===== src/rtl/fetch_stage_if.sv =====
// Fetch-stage bus: instruction-memory request/grant/response plus the decode handshake.
// master = fetch stage side, slave = memory/decode environment side.
interface fetch_stage_if;
  // Instruction memory
  logic        imem_req;
  logic [15:0] imem_addr;
  logic        imem_gnt;
  logic        imem_rvalid;
  logic [15:0] imem_rdata;

  // Decode
  logic [15:0] instr;
  logic [15:0] pc_plus2;
  logic        instr_valid;
  logic        stall;
  logic        redirect;
  logic [15:0] redirect_pc;
  logic        halt;

  // Status
  logic        halted;
  logic        err;

  modport master (
    output imem_req, imem_addr,
    input  imem_gnt, imem_rvalid, imem_rdata,
    output instr, pc_plus2, instr_valid,
    input  stall, redirect, redirect_pc, halt,
    output halted, err
  );

  modport slave (
    input  imem_req, imem_addr,
    output imem_gnt, imem_rvalid, imem_rdata,
    input  instr, pc_plus2, instr_valid,
    output stall, redirect, redirect_pc, halt,
    input  halted, err
  );
endinterface


===== src/rtl/fetch_stage.sv =====
// Instruction-fetch stage: owns the PC, issues credit-limited fetches, buffers responses
// in a small FIFO for decode, discards stale responses after redirect/halt.
module fetch_stage #(
  parameter int unsigned BUF_DEPTH = 4,
  parameter logic [15:0] RESET_PC  = 16'h0000
) (
  input logic           clk,
  input logic           rst,
  fetch_stage_if.master bus
);

  localparam int unsigned CW = $clog2(BUF_DEPTH + 1);
  localparam int unsigned PW = $clog2(BUF_DEPTH);
  localparam int unsigned SW = CW + 1;
  localparam logic [15:0] NOP = 16'h0800;

  typedef enum logic {
    ST_RUN    = 1'b0,
    ST_HALTED = 1'b1
  } state_t;

  typedef struct packed {
    logic [15:0] instr;
    logic [15:0] pc_plus2;
  } entry_t;

  // Control state
  state_t        r_state;
  logic [15:0]   r_pc;
  logic [CW-1:0] r_inflight;
  logic [CW-1:0] r_drop;
  logic          r_err;

  // Fetch buffer
  entry_t        r_fifo [BUF_DEPTH];
  logic [PW-1:0] r_rd_ptr;
  logic [PW-1:0] r_wr_ptr;
  logic [CW-1:0] r_count;

  // Fetch addresses of in-flight requests, oldest first
  logic [15:0]   r_addrq [BUF_DEPTH];
  logic [PW-1:0] r_aq_rd;
  logic [PW-1:0] r_aq_wr;

  logic          w_run;
  logic          w_credit;
  logic          w_req;
  logic          w_issue;
  logic          w_resp;
  logic          w_spurious;
  logic          w_valid;
  logic          w_halt;
  logic          w_redir;
  logic          w_flush;
  logic          w_accept;
  logic          w_drop_resp;
  logic          w_push;
  logic [CW-1:0] w_inflight_nxt;
  logic [15:0]   w_redirect_pc;
  entry_t        w_push_entry;
  entry_t        w_head;

  function automatic logic [PW-1:0] ptr_inc(input logic [PW-1:0] p);
    return (p == PW'(BUF_DEPTH - 1)) ? '0 : p + PW'(1);
  endfunction

  // Handshake decode and priority: halt beats redirect beats accept
  always_comb begin
    w_run          = (r_state == ST_RUN);
    w_credit       = ({1'b0, r_count} + {1'b0, r_inflight}) < SW'(BUF_DEPTH);
    w_req          = w_run & ~rst & ~bus.redirect & w_credit;
    w_issue        = w_req & bus.imem_gnt;
    w_resp         = bus.imem_rvalid & (r_inflight != '0);
    w_spurious     = bus.imem_rvalid & (r_inflight == '0);
    w_valid        = w_run & (r_count != '0);
    w_halt         = w_valid & bus.halt;
    w_redir        = w_run & bus.redirect & ~w_halt;
    w_flush        = w_halt | w_redir;
    w_accept       = w_valid & ~bus.stall & ~w_flush;
    w_drop_resp    = w_resp & (r_drop != '0);
    w_push         = w_resp & ~w_drop_resp & ~w_flush & w_run;
    w_inflight_nxt = r_inflight + CW'(w_issue) - CW'(w_resp);
    w_redirect_pc  = bus.redirect_pc & 16'hFFFE;
    w_push_entry   = '{instr: bus.imem_rdata, pc_plus2: r_addrq[r_aq_rd] + 16'd2};
    w_head         = r_fifo[r_rd_ptr];
  end

  assign bus.imem_req    = w_req;
  assign bus.imem_addr   = r_pc;
  assign bus.instr_valid = w_valid;
  assign bus.instr       = w_valid ? w_head.instr : NOP;
  assign bus.pc_plus2    = w_valid ? w_head.pc_plus2 : 16'h0000;
  assign bus.halted      = (r_state == ST_HALTED);
  assign bus.err         = r_err;

  // RUN/HALTED state machine with PC, in-flight, drop and sticky error tracking
  always_ff @(posedge clk or posedge rst) begin
    if (rst) begin
      r_state    <= ST_RUN;
      r_pc       <= RESET_PC;
      r_inflight <= '0;
      r_drop     <= '0;
      r_err      <= 1'b0;
    end else begin
      r_inflight <= w_inflight_nxt;
      if (w_spurious) begin
        r_err <= 1'b1;
      end
      unique case (r_state)
        ST_RUN: begin
          if (w_halt) begin
            r_state <= ST_HALTED;
            r_drop  <= w_inflight_nxt;
          end else if (w_redir) begin
            r_pc   <= w_redirect_pc;
            r_drop <= w_inflight_nxt;
          end else begin
            if (w_issue) begin
              r_pc <= r_pc + 16'd2;
            end
            if (w_drop_resp) begin
              r_drop <= r_drop - CW'(1);
            end
          end
        end
        ST_HALTED: begin
          if (w_drop_resp) begin
            r_drop <= r_drop - CW'(1);
          end
        end
        default: r_state <= ST_RUN;
      endcase
    end
  end

  // Fetch-buffer pointers and occupancy; a flush empties the buffer
  always_ff @(posedge clk or posedge rst) begin
    if (rst) begin
      r_rd_ptr <= '0;
      r_wr_ptr <= '0;
      r_count  <= '0;
    end else if (w_flush) begin
      r_rd_ptr <= '0;
      r_wr_ptr <= '0;
      r_count  <= '0;
    end else begin
      if (w_push) begin
        r_wr_ptr <= ptr_inc(r_wr_ptr);
      end
      if (w_accept) begin
        r_rd_ptr <= ptr_inc(r_rd_ptr);
      end
      r_count <= r_count + CW'(w_push) - CW'(w_accept);
    end
  end

  // Address side-queue pointers; survives flushes so dropped responses stay aligned
  always_ff @(posedge clk or posedge rst) begin
    if (rst) begin
      r_aq_rd <= '0;
      r_aq_wr <= '0;
    end else begin
      if (w_issue) begin
        r_aq_wr <= ptr_inc(r_aq_wr);
      end
      if (w_resp) begin
        r_aq_rd <= ptr_inc(r_aq_rd);
      end
    end
  end

  // Storage arrays; contents are only meaningful behind the pointers
  always_ff @(posedge clk) begin
    if (w_push) begin
      r_fifo[r_wr_ptr] <= w_push_entry;
    end
    if (w_issue) begin
      r_addrq[r_aq_wr] <= r_pc;
    end
  end

endmodule


===== src/flat_wrapper.sv =====
// flat-port wrapper written by rule: the top's interface ports become plain ports
module fetch_stage_flat 
#(
  parameter int unsigned BUF_DEPTH = 4,
  parameter logic [15:0] RESET_PC  = 16'h0000
)
  (clk, rst, bus_imem_req, bus_imem_addr, bus_imem_gnt, bus_imem_rvalid, bus_imem_rdata, bus_instr, bus_pc_plus2, bus_instr_valid, bus_stall, bus_redirect, bus_redirect_pc, bus_halt, bus_halted, bus_err);
  fetch_stage_if bus_i ();
  input logic clk;
  input logic rst;
  output wire logic [$bits(bus_i.imem_req)-1:0] bus_imem_req;
  output wire logic [$bits(bus_i.imem_addr)-1:0] bus_imem_addr;
  input wire logic [$bits(bus_i.imem_gnt)-1:0] bus_imem_gnt;
  input wire logic [$bits(bus_i.imem_rvalid)-1:0] bus_imem_rvalid;
  input wire logic [$bits(bus_i.imem_rdata)-1:0] bus_imem_rdata;
  output wire logic [$bits(bus_i.instr)-1:0] bus_instr;
  output wire logic [$bits(bus_i.pc_plus2)-1:0] bus_pc_plus2;
  output wire logic [$bits(bus_i.instr_valid)-1:0] bus_instr_valid;
  input wire logic [$bits(bus_i.stall)-1:0] bus_stall;
  input wire logic [$bits(bus_i.redirect)-1:0] bus_redirect;
  input wire logic [$bits(bus_i.redirect_pc)-1:0] bus_redirect_pc;
  input wire logic [$bits(bus_i.halt)-1:0] bus_halt;
  output wire logic [$bits(bus_i.halted)-1:0] bus_halted;
  output wire logic [$bits(bus_i.err)-1:0] bus_err;
  assign bus_imem_req = bus_i.imem_req;
  assign bus_imem_addr = bus_i.imem_addr;
  assign bus_i.imem_gnt = bus_imem_gnt;
  assign bus_i.imem_rvalid = bus_imem_rvalid;
  assign bus_i.imem_rdata = bus_imem_rdata;
  assign bus_instr = bus_i.instr;
  assign bus_pc_plus2 = bus_i.pc_plus2;
  assign bus_instr_valid = bus_i.instr_valid;
  assign bus_i.stall = bus_stall;
  assign bus_i.redirect = bus_redirect;
  assign bus_i.redirect_pc = bus_redirect_pc;
  assign bus_i.halt = bus_halt;
  assign bus_halted = bus_i.halted;
  assign bus_err = bus_i.err;
  fetch_stage #(.BUF_DEPTH(BUF_DEPTH), .RESET_PC(RESET_PC)) u_core (.clk(clk), .rst(rst), .bus(bus_i));
endmodule

===== config.mk =====
export PLATFORM = sky130hd
export DESIGN_NAME = fetch_stage_flat
export DESIGN_NICKNAME = d
export VERILOG_FILES = /design/src/rtl/fetch_stage_if.sv /design/src/rtl/fetch_stage.sv /design/src/flat_wrapper.sv
export SDC_FILE = /design/constraint.sdc
export NUM_CORES = 1
export LEC_CHECK = 0
export BUFFER_PORTS_ARGS = -buffer_cell sky130_fd_sc_hd__buf_4
export CORE_ASPECT_RATIO = 0.5
export CORE_MARGIN = 8
export CORE_UTILIZATION = 63
export CTS_BUF_LIST = sky130_fd_sc_hd__clkbuf_16
export DETAILED_ROUTE_END_ITERATION = 10
export GPL_ROUTABILITY_DRIVEN = 1
export GPL_TIMING_DRIVEN = 0
export PLACE_DENSITY_LB_ADDON = 0.08
export SKIP_LAST_GASP = 1
export SLEW_MARGIN = 15
export SYNTH_ARGS = -nofsm -noshare
export SYNTH_HDL_FRONTEND = slang
export SYNTH_SLANG_ARGS = --single-unit

===== constraint.sdc =====
create_clock -name clk -period 5.45 [get_ports clk]
set_input_delay 0.545 -clock clk [delete_from_list [all_inputs] [get_ports clk]]
set_output_delay 0.545 -clock clk [all_outputs]
set_load 0.01 [all_outputs]

==> results of run 1 <==
==> worst paths after layout <==
path / end / slack (ns) / cells past startpoint
setup / recovery: u_core.r_count[2] / 1.92 / 13
hold / removal: u_core.bus.err / 0.20 / 2
setup reg to reg: u_core.r_count[2] / 1.92 / 13
hold reg to reg: u_core.bus.err / 0.47 / 1
max in group asynchronous: u_core.r_wr_ptr[1] / 4.77 / 2
min in group clk: u_core.r_fifo[3][31] / 0.26 / 1
==> critical path: stages, from the launching register on <==
cell      delay [ns]
dfrtp_1         0.35
clkbuf_1        0.52
or2_2           0.23
clkbuf_1        0.34
clkbuf_1        0.50
nor3_1          0.17
ha_1            0.31
inv_1           0.06
ha_1            0.13
inv_1           0.05
fa_1            0.37
xor2_1          0.18
xnor2_1         0.14
nor2_1          0.05
==> report_power, final <==
| group | internal (W) | leakage [nW] | switching (W) | total [W] |
|---|---|---|---|---|
| Sequential | 0.00202 | 2.04 | 0.000136 | 0.00215 |
| Combinational | 0.000540 | 1.50 | 0.000569 | 0.00111 |
| Clock | 0.000784 | 0.306 | 0.000577 | 0.00136 |
| Total | 0.00334 | 3.85 | 0.00128 | 0.00462 |
==> per-stage QoR <==
stage	setup slack, ns	util (%)	area [sq um]
2_1_floorplan	2.67	-	9230
3_5_place_dp	1.93	71.2	10200
6_report	1.92	75.6	10900
4_1_cts	1.89	75.6	10900
5_1_grt	1.68	75.6	10900
3_3_place_gp	2.07	70.4	10100
==> metal layers <==
layer	track usage (%)	vias to the layer above	part of all wire (%)
met5	0	-	0
met4	3.82	0	1.4
met3	4.16	20	5.1
met2	30.1	150	46
met1	26.3	2540	48
li1	-	2331	-
==> state kept, by name, indices dropped and copies added (netlist names), 3 cells and up <==
signal / count
u_core.r_addrq: 60
u_core.r_fifo: 124
u_core.r_inflight: 3
u_core.r_count: 3
u_core.bus.imem_addr: 15
u_core.r_drop: 3
==> cell type report <==
| cell class | count | share of cell area [%] |
|---|---|---|
| timing repair buffer | 90 | 6.95 |
| tap | 198 | 2.28 |
| multi-input combinational | 282 | 24.5 |
| clock inverter | 15 | 1.43 |
| clock buffer | 19 | 4.37 |
| buffer | 25 | 1.06 |
| inverter | 23 | 0.794 |
| sequential | 218 | 58.6 |
==> layout by cell type, fill, tap and decap left out, drive strengths merged, types with 2 or more instances in the layout <==
cell type,netlist,layout
bufinv,0,3
conb,1,2
clkinv,1,9
buf,11,101
dfrtp,34,34
nor2b,32,32
a21oi,6,6
nand3,11,11
o31ai,2,2
and3,6,6
ha,20,20
a31oi,4,4
o22ai,5,5
a21o,2,2
nand2b,3,3
or4,2,2
nand2,25,25
clkbuf,14,33
or3,4,4
or2,2,2
xor2,10,10
mux4,45,45
a221o,3,3
nor4,4,4
a311o,2,2
nand4,10,10
mux2i,5,5
and2,8,8
nor3,10,10
nor2,22,22
edfxtp,184,184
o21ai,14,14
fa,2,2
xnor2,12,12
clkinvlp,0,2
inv,22,24
==> cell families after synthesis <==
group	synth area share [%]
other	0.0406
AOI/OAI and AO/OA	3.24
xor gates and xnor gates	2.09
DFF	69.1
muxes	11.6
and+or+nand+nor	8.57
buffers and inverters	2.18
adders and majority gates	3.15
==> metrics, run 1 <==
status complete, no violations; proportion of layout cells with a drive suffix above 1 27.5%; first-pass GRT wire length 28,100 um; Routed WL per cell 20.3 um; H-tree levels 1; peak supply drop 291 uV; Avg Vias per Cell 5.79; Final Wtd Congestion 0.895; Overflow after GRT 0; initial antenna violation count 0; Worst-path clk slew 0.07 ns; final WL 17,700 um; Hold WS 0.201 ns; worst min-delay path class input pin to asynchronous set/reset pin; CP required 5.80 ns; Critical Path Start u_core.bus.halted; clock buffer depth 3; CTS-repair resized insts 0; Worst-Margin Slew 0.881 ns; Routed Antenna Nets 0; Placed Cells incl. Taps 836; drt first pass iters 4; vias in the first global route 5,286; RSZ-0062 raised after global routing no; Mapped Cells 547; Setup Skew 0.0205 ns; die height 102 um; Crit. End Element register; max-cap violations 0; Post-CTS Setup Bufs 0; CP Data Arrival Time 3.88 ns; Skew-Pair Late Insertion Delay 0.49 ns; register area 0.00638 sq mm; Worst setup SP type register; endpoints failing hold 0; Residual DRC 0; ys async rst share 15.6%; min Tclk post-route 3.53 ns; drt initial violations 331; multi-input logic area 0.00266 sq mm; overall power 0.00462 W; leakage power 3.85 nW; Post-Layout Cell Count 870; Cell Rows 31; die area 0.0190 sq mm; Max Slew Vio Count 0; CP Class register to register; leading area contributor after synthesis edfxtp_1; cell with the most instances after synthesis edfxtp_1; largest cells by area after synthesis edfxtp_1 60%, mux4_2 11%, dfrtp_1 9.2%; Hold-fix buffers, CTS 0; Post-synth top flop edfxtp_1; Ant. Diodes 0; Setup TNS 0 ns; clock sink count 218; PD cells 425 mW/mm^2; Ys Warns 0; via count 5,041; Post-synth EDFFs 184; Final Cycle Share 64.9%; Layout area overhead 17.8%; DP HPWL 11,800 um; Max-slew headroom 41.3%; largest net degree at the start of global routing 35; Post-layout nets 720; Initial Util 64.1%; CTS buffer count 19; GR Util All Layers 18.7%; CTS tree built; Syn Area/Cell 16.9 sq um; reg2reg start u_core.bus.halted; count of cell types in the netlist 50; synthesized area 0.00923 sq mm; most instantiated cells after synthesis 184 x edfxtp_1, 45 x mux4_2, 34 x dfrtp_1; IO Count 91; Finish-stage setup viols 0; Root Driver clkbuf_16; fmax 283 MHz; Die Wd 187 um; Yosys reg bits 218; critical path fanouts, max 10; Seq/Total Area, Yosys 69.1%; core area 0.0144 sq mm; Layout fillers 839; Port Buffers 86; area share of the largest cell type after synthesis 59.9%
(Power assumes the default switching activity.)
==> run 2, diff against run 1 <==
--- a/config.mk
+++ b/config.mk
@@ -5,10 +5,11 @@
 export SDC_FILE = /design/constraint.sdc
 export NUM_CORES = 1
 export LEC_CHECK = 0
+export ABC_AREA = 1
 export BUFFER_PORTS_ARGS = -buffer_cell sky130_fd_sc_hd__buf_4
 export CORE_ASPECT_RATIO = 0.5
 export CORE_MARGIN = 8
-export CORE_UTILIZATION = 63
+export CORE_UTILIZATION = 54
 export CTS_BUF_LIST = sky130_fd_sc_hd__clkbuf_16
 export DETAILED_ROUTE_END_ITERATION = 10
 export GPL_ROUTABILITY_DRIVEN = 1
==> constraint.sdc (replaced) <==
create_clock -name clk -period 3 [get_ports clk]
set_input_delay 0.3 -clock clk [delete_from_list [all_inputs] [get_ports clk]]
set_output_delay 0.3 -clock clk [all_outputs]
set_load 0.01 [all_outputs]
==> run 2 against run 1 <==
- setup slack worse by 1.5 ns
- worst hold slack worse by 0.19 ns
- via count is 40% higher
- sequential cell count stayed put
- synthesized cell count is 76% higher
- clock skew is 0.00084 ns higher
- largest power group unchanged
- wire length is 29% higher
- non-clock buffer count is 21 higher
- cell area is 7.7% higher
- combinational power grew to 2.7 times the previous value
==> metrics, run 2 <==
status complete, no violations; Residual DRC 0 (unchanged); vias in the first global route 7,096 (+34%); Final Wtd Congestion 0.855 (-4.5%); Setup Skew 0.0213 ns (+0.000839 ns); main combinational cell family by area after synthesis simple AND/OR/NAND/NOR gates; Cell Rows 34 (+9.7%); Routed WL per cell 17.1 um (-16%); highest-count cells in the layout ignoring fill and taps 206 x nand2_1, 185 x nor2_1, 184 x edfxtp_1, 94 x buf_4, 77 x o21ai_0; Syn Area/Cell 10.2 sq um (-40%); Overflow after GRT 0 (unchanged); clock buffer depth 3 (unchanged); Compound-Gate Fraction of Synth Area 6.67% (+3.4 points); CP top delay family buffers and inverters; Adder-Cell Fraction of Synth Area 2.96% (-0.18 points); final design area excluding fillers 0.0117 sq mm (+7.7%); DP HPWL 15,600 um (+32%); GR Util All Layers 19.9% (+1.2 points); Initial Util 55.8% (-8.4 points); leading area contributor after synthesis edfxtp_1; most common cell after layout, fill and taps aside nand2_1; Die Wd 206 um (+10%); peak supply drop 587 uV (+100%); clock sink count 218 (unchanged); cell breakdown of the critical path buf_2 > buf_1 > nor2_1 > nor2_1 > o21ai_0 > a21oi_1 > buf_4; Ys Warns 0 (unchanged); Crit. End Element output port; Post-synth EDFFs 184 (unchanged); area share of the largest cell type after synthesis 56.4% (-3.5 points); leakage power 4.76 nW (+24%); Post-synth top flop edfxtp_1; final WL 22,800 um (+29%); CP max stage delay 0.47 ns (-0.05 ns); H-tree levels 1 (unchanged); Mapped Cells 961 (+76%); Skew-Pair Late Insertion Delay 0.50 ns (about the same); PD cells 855 mW/mm^2 (+100%); max reg flops 124 (unchanged); first-pass GRT wire length 36,500 um (+30%); Root Driver clkbuf_16; CTS buffer count 20 (+1); Port Buffers 87 (+1.2%); RSZ-0062 raised after global routing no; min Tclk post-route 2.61 ns; Biggest register u_core.r_fifo; cell with the most instances after synthesis nand2_1; CP Class register to output port; endpoints failing hold 0 (unchanged); Seq/Total Area, Yosys 65.1% (-4.0 points); core area 0.0176 sq mm (+22%); most crowded layer after global routing met2; IO Count 91 (unchanged); fmax 383 MHz; synthesized area 0.00980 sq mm (+6.2%); Avg Vias per Cell 5.32 (-8.2%); die height 111 um (+9.5%); drt initial violations 464 (+40%); Layout fillers 1,320 (+57%); Ant. Diodes 0 (unchanged); mux cell area share after synthesis 0% (-12 points); max-cap violations 0 (unchanged); worst min-delay path class input pin to register; critical path's slowest cell buf_1; largest net degree at the start of global routing 34 (-2.9%); Yosys reg bits 218 (unchanged); CP required 2.70 ns (-3.10 ns); dpl cell area 0.0109 sq mm (+6.9%); CTS tree built; overall power 0.0100 W (+120%); critical path fanouts, max 10 (unchanged); Worst setup SP type register; Max Slew Vio Count 0 (unchanged); M3 GR Usage 3.12% (-1.0 points); Worst-Margin Slew 0.885 ns (+0.00411 ns); Synth Area in XOR/XNOR 1.34% (-0.75 points); Post-CTS Setup Bufs 0 (unchanged); CTS-repair resized insts 0 (unchanged); Post-layout nets 1,143 (+59%); Worst-path clk slew 0.07 ns (about the same); Max-slew headroom 40.9% (-0.34 points); M2 GR Usage 33.1% (+2.9 points); via count 7,078 (+40%); ys async rst share 15.6% (unchanged); Crit path top cell by count nor2_1; largest cells by area after synthesis edfxtp_1 56%, dfrtp_1 8.7%, nand2_1 7.9%; Routed Antenna Nets 0 (unchanged); Finish-stage setup viols 0 (unchanged); Layout area overhead 19.5%; crit path buf inv count 3 (-2); CP Data Arrival Time 2.31 ns (-1.57 ns); Final Cycle Share 86.9%; drt first pass iters 4 (unchanged); die area 0.0230 sq mm (+21%); met1 GRT Util 26.7% (+0.44 points); Hold-fix buffers, CTS 3 (+3); count of cell types in the netlist 31 (-38%); initial antenna violation count 0 (unchanged); Post-Synth Simple-Gate Area 19.6% (+11 points); most instantiated cells after synthesis 206 x nand2_1, 193 x nor2_1, 184 x edfxtp_1; proportion of layout cells with a drive suffix above 1 15.0% (-13 points)
-- run 2: cell count changes after synthesis, moves of 6 or more --
| cell | previous run | this run |
|---|---|---|
| xnor2_1 | 12 | 5 |
| nand2_1 | 25 | 206 |
| mux4_2 | 45 | 0 |
| and2_1 | 8 | 0 |
| nand3_1 | 11 | 55 |
| o21ai_0 | 14 | 77 |
| a21oi_1 | 6 | 35 |
| inv_1 | 21 | 59 |
| nor2b_1 | 32 | 0 |
| o21ai_1 | 0 | 6 |
| nor2_1 | 21 | 193 |
| and3_1 | 6 | 0 |
| buf_1 | 3 | 9 |
-- run 2: path summary, 6_finish.rpt --
| check | startpoint | end | slack [ns] | depth (start not counted) |
|---|---|---|---|---|
| max reg2reg | u_core.r_count[1] | u_core.r_fifo[0][2] | 0.43 | 8 |
| min reg2reg | u_core.bus.err | u_core.bus.err | 0.48 | 1 |
| min in group asynchronous | rst | u_core.bus.imem_addr[11] | 0.22 | 3 |
| min | bus_imem_rdata[0] | u_core.r_fifo[0][16] | 0.01 | 1 |
| max in group asynchronous | rst | u_core.r_wr_ptr[0] | 2.38 | 4 |
| max | u_core.r_rd_ptr[0] | bus_instr[15] | 0.39 | 7 |
-- run 2: layout make-up --
class / count / area, sq um / share of cell area [%]
Timing Repair Buffer: 98 / 843 / 7.20
Clock inverter: 15 / 206 / 1.76
Clock buffer: 21 / 526 / 4.49
Sequential cell: 218 / 6380 / 54.5
Inverter: 63 / 236 / 2.02
Buffer: 38 / 185 / 1.58
Tap cell: 234 / 293 / 2.50
Multi-Input combinational cell: 643 / 3040 / 26.0
-- run 2: power by group --
part | switching, W | internal, W
clock | 0.00111 | 0.00171
combinational | 0.00202 | 0.000993
sequential | 0.000375 | 0.00380
-- run 2: per-layer routing --
layer | up-vias | wire length [um]
met4 | 0 | 432
li1 | 3462 | -
met1 | 3365 | 10300
met5 | - | 0
met3 | 41 | 1440
met2 | 210 | 10600
-- run 2: cells by family (layout without fill, tap and decap cells) --
family                   Yosys count  count (layout)
other                              1               2
adder cells (fa/ha/maj)           22              22
AO/OA/AOI/OAI                    126             126
buffers and inverters            101             235
AND/OR/NAND/NOR                  478             478
XOR/XNOR                          15              15
flip-flops                       218             218
-- run 2: stage by stage --
stage	std cells	worst slack [ns]	hold slack (ns)	TNS (ns)	utilization [%]
after floorplan	962	0.158	0.399	0	-
after global placement	1283	-1.02	0.460	-159.18	61.2
after detailed placement	1291	0.412	0.182	0	62.3
after CTS	1330	0.380	0.000472	0	66.6
after global routing	1330	0.191	0.00404	0	66.6
final	1330	0.392	0.0133	0	66.6
==> run 3, diff against run 2 <==
--- a/config.mk
+++ b/config.mk
@@ -5,11 +5,10 @@
 export SDC_FILE = /design/constraint.sdc
 export NUM_CORES = 1
 export LEC_CHECK = 0
-export ABC_AREA = 1
 export BUFFER_PORTS_ARGS = -buffer_cell sky130_fd_sc_hd__buf_4
 export CORE_ASPECT_RATIO = 0.5
 export CORE_MARGIN = 8
-export CORE_UTILIZATION = 54
+export CORE_UTILIZATION = 53
 export CTS_BUF_LIST = sky130_fd_sc_hd__clkbuf_16
 export DETAILED_ROUTE_END_ITERATION = 10
 export GPL_ROUTABILITY_DRIVEN = 1
==> constraint.sdc (replaced) <==
create_clock -name clk -period 3 [get_ports clk]
set_input_delay 0.3 -clock clk [delete_from_list [all_inputs] [get_ports clk]]
set_output_delay 0.3 -clock clk [all_outputs]
set_load 0.02 [all_outputs]
==> run 3 against run 2 <==
- sequential cell count unchanged
- sequential share of layout area up 3.0 points
- final cell count down 31%
- first-iteration DRC count down 41%
- setup slack worse by 0.33 ns
- largest cell class unchanged
- non-clock buffer count down 12
- highest routed layer unchanged
==> metrics, run 3 (same netlist as run 1, synthesis figures left out) <==
Routed Antenna Nets 0 (unchanged); largest net degree at the start of global routing 35 (+2.9%); dpl cell area 0.0103 sq mm (-6.2%); Max-slew headroom 48.1% (+7.2 points); reg2reg start u_core.r_count[1]; highest-count cells in the layout ignoring fill and taps 184 x edfxtp_1, 89 x buf_4, 45 x mux4_2, 34 x dfrtp_1, 32 x nor2b_1; endpoints failing hold 0 (unchanged); Worst-Margin Slew 0.772 ns (-0.114 ns); vias in the first global route 5,188 (-27%); max-cap violations 0 (unchanged); Ant. Diodes 0 (unchanged); drt first pass iters 4 (unchanged); H-tree levels 1 (unchanged); Layout fillers 1,263 (-4.3%); min Tclk post-route 2.94 ns (+0.328 ns); proportion of layout cells with a drive suffix above 1 29.3% (+14 points); Finish-stage setup viols 0 (unchanged); Initial Util 53.6% (-2.2 points); critical path's slowest cell dfrtp_1; Biggest register u_core.r_fifo; core area 0.0172 sq mm (-1.9%); final design area excluding fillers 0.0111 sq mm (-5.2%); most common cell after layout, fill and taps aside edfxtp_1; Port Buffers 86 (-1.1%); Final Wtd Congestion 0.814 (-4.8%); max reg flops 124 (unchanged); Layout area overhead 20.2%; first-pass GRT wire length 28,300 um (-22%); Worst setup SP type register; Post-layout nets 730 (-36%); CP Data Arrival Time 3.30 ns (+0.99 ns); peak supply drop 511 uV (-13%); cell breakdown of the critical path o31a_4 > nor2_1 > nor2_1 > buf_2 > nor3_4 > ha_1 > inv_1 > ha_1 > inv_1 > fa_1 > xor2_1 > xnor2_1 > nor2_1; drt initial violations 272 (-41%); clock buffer depth 3 (unchanged); status complete, no violations; R2R setup slack 0.06 ns (-0.37 ns); die area 0.0221 sq mm (-3.6%); pre-CTS WS -0.449 ns (-0.860 ns); Cell Rows 34 (unchanged); Final Cycle Share 97.9% (+11 points); fmax 341 MHz (-11%); Min-Delay Endpoint u_core.r_fifo[2][29]; Residual DRC 0 (unchanged); Root Driver clkbuf_16; DP HPWL 12,200 um (-22%); Avg Vias per Cell 5.45 (+2.4%); PD cells 781 mW/mm^2 (-8.7%); CTS buffer count 20 (unchanged); Post-Layout Cell Count 917 (-31%); final WL 17,800 um (-22%); Worst-path clk slew 0.06 ns (about the same); initial antenna violation count 0 (unchanged); critical hold path startpoint bus_imem_rdata[13]; worst min-delay path class input pin to register; CP Class register to register; GR Util All Layers 16.2% (-3.7 points); RR Endpoint u_core.r_count[2]; overall power 0.00866 W (-13%); CP required 3.37 ns (+0.67 ns); worst reg2reg path depth 13 (+5); Overflow after GRT 0 (unchanged); Routed WL per cell 19.4 um (+14%); die height 109 um (-1.7%); Crit path top cell by count nor2_1; via count 4,995 (-29%); Crit. End Element register; CP max stage delay 0.47 ns (about the same); hold path depth 1 (unchanged); Placed Cells incl. Taps 872 (-32%); leakage power 3.94 nW (-17%); Setup WS post-layout 0.0638 ns (-0.328 ns); critical path fanouts, max 10 (unchanged); Setup Skew 0.00988 ns (-0.0114 ns); RSZ-0062 raised after global routing yes; Skew-Pair Late Insertion Delay 0.49 ns (about the same); Max Slew Vio Count 0 (unchanged); Die Wd 203 um (-1.9%); CTS tree built; clock sink count 218 (unchanged); IO Count 91 (unchanged)
-- run 3: cell types whose count changed in the layout (fill, tap and decap cells not counted), moves of 29 or more --
cell | previous run | this run
a21oi_1 | 35 | 6
inv_1 | 60 | 20
mux4_2 | 0 | 45
nand2_1 | 206 | 25
nand3_1 | 55 | 11
nor2_1 | 185 | 21
nor2b_1 | 0 | 32
o21ai_0 | 77 | 14
-- run 3: area by class of cell --
| cell class | count | area [sq um] | share of cell area, % |
|---|---|---|---|
| repair buffers | 101 | 848 | 7.64 |
| plain buffers | 23 | 114 | 1.03 |
| inverters | 23 | 86.3 | 0.778 |
| clock buffers | 21 | 526 | 4.74 |
| clock inverters | 15 | 171 | 1.54 |
| multi-input cells | 282 | 2680 | 24.2 |
| flip-flops and latches | 218 | 6380 | 57.5 |
| well taps | 234 | 293 | 2.64 |
-- run 3: worst max-delay path by stage --
stage | start | end | slack, ns | cells past startpoint
after floorplan | u_core.bus.halted | u_core.r_count[2] | 0.14 | 13
after global placement | u_core.bus.halted | u_core.r_count[2] | -0.46 | 13
after detailed placement | u_core.bus.halted | u_core.r_count[2] | -0.45 | 13
after CTS | u_core.r_count[1] | u_core.r_count[2] | -0.15 | 13
after global routing | u_core.r_count[1] | u_core.r_count[2] | -0.13 | 13
final | u_core.r_count[1] | u_core.r_count[2] | 0.06 | 13
-- run 3: layer usage --
metal	share of wire (%)	global-route usage, %	wire, um
met1	49	23.7	8790
met5	0	0	0
met4	1.6	3.45	277
met3	4.1	3.12	723
met2	45	25.3	8030
-- run 3: what timing repair did --
item                                   CTS  global route
endpoints found under the hold margin   63             0
resized for setup                        7            14
setup endpoints to repair               30            87
setup buffers                            0             1
hold buffers                            10             0
pin swaps                                0             1
-- run 3: critical path, delay by kind of cell, from the launching register on --
family / cells / cell delay, ns
flip-flops: 1 / 0.47
adder cells (fa/ha/maj): 3 / 0.76
buffers and inverters: 3 / 0.37
AO/OA/AOI/OAI: 1 / 0.42
AND/OR/NAND/NOR: 4 / 0.49
XOR/XNOR: 2 / 0.31
-- run 3: report_power, final --
part           switching (W)  internal (W)  leakage, nW  total (W)
Combinational        0.00108       0.00100         1.56    0.00208
Clock                0.00107       0.00161        0.343    0.00268
Sequential          0.000238       0.00366         2.04    0.00390
Total                0.00238       0.00628         3.94    0.00866
-- run 3: through the flow --
step	hold WS, ns	TNS [ns]	util [%]
3_3_place_gp	0.462	-40.73	59.0
2_1_floorplan	0.399	0	-
6_report	0.0180	0	64.4
5_1_grt	0.00471	-0.143	64.4
3_5_place_dp	0.458	-0.708	59.6
4_1_cts	0.000912	-0.151	64.4
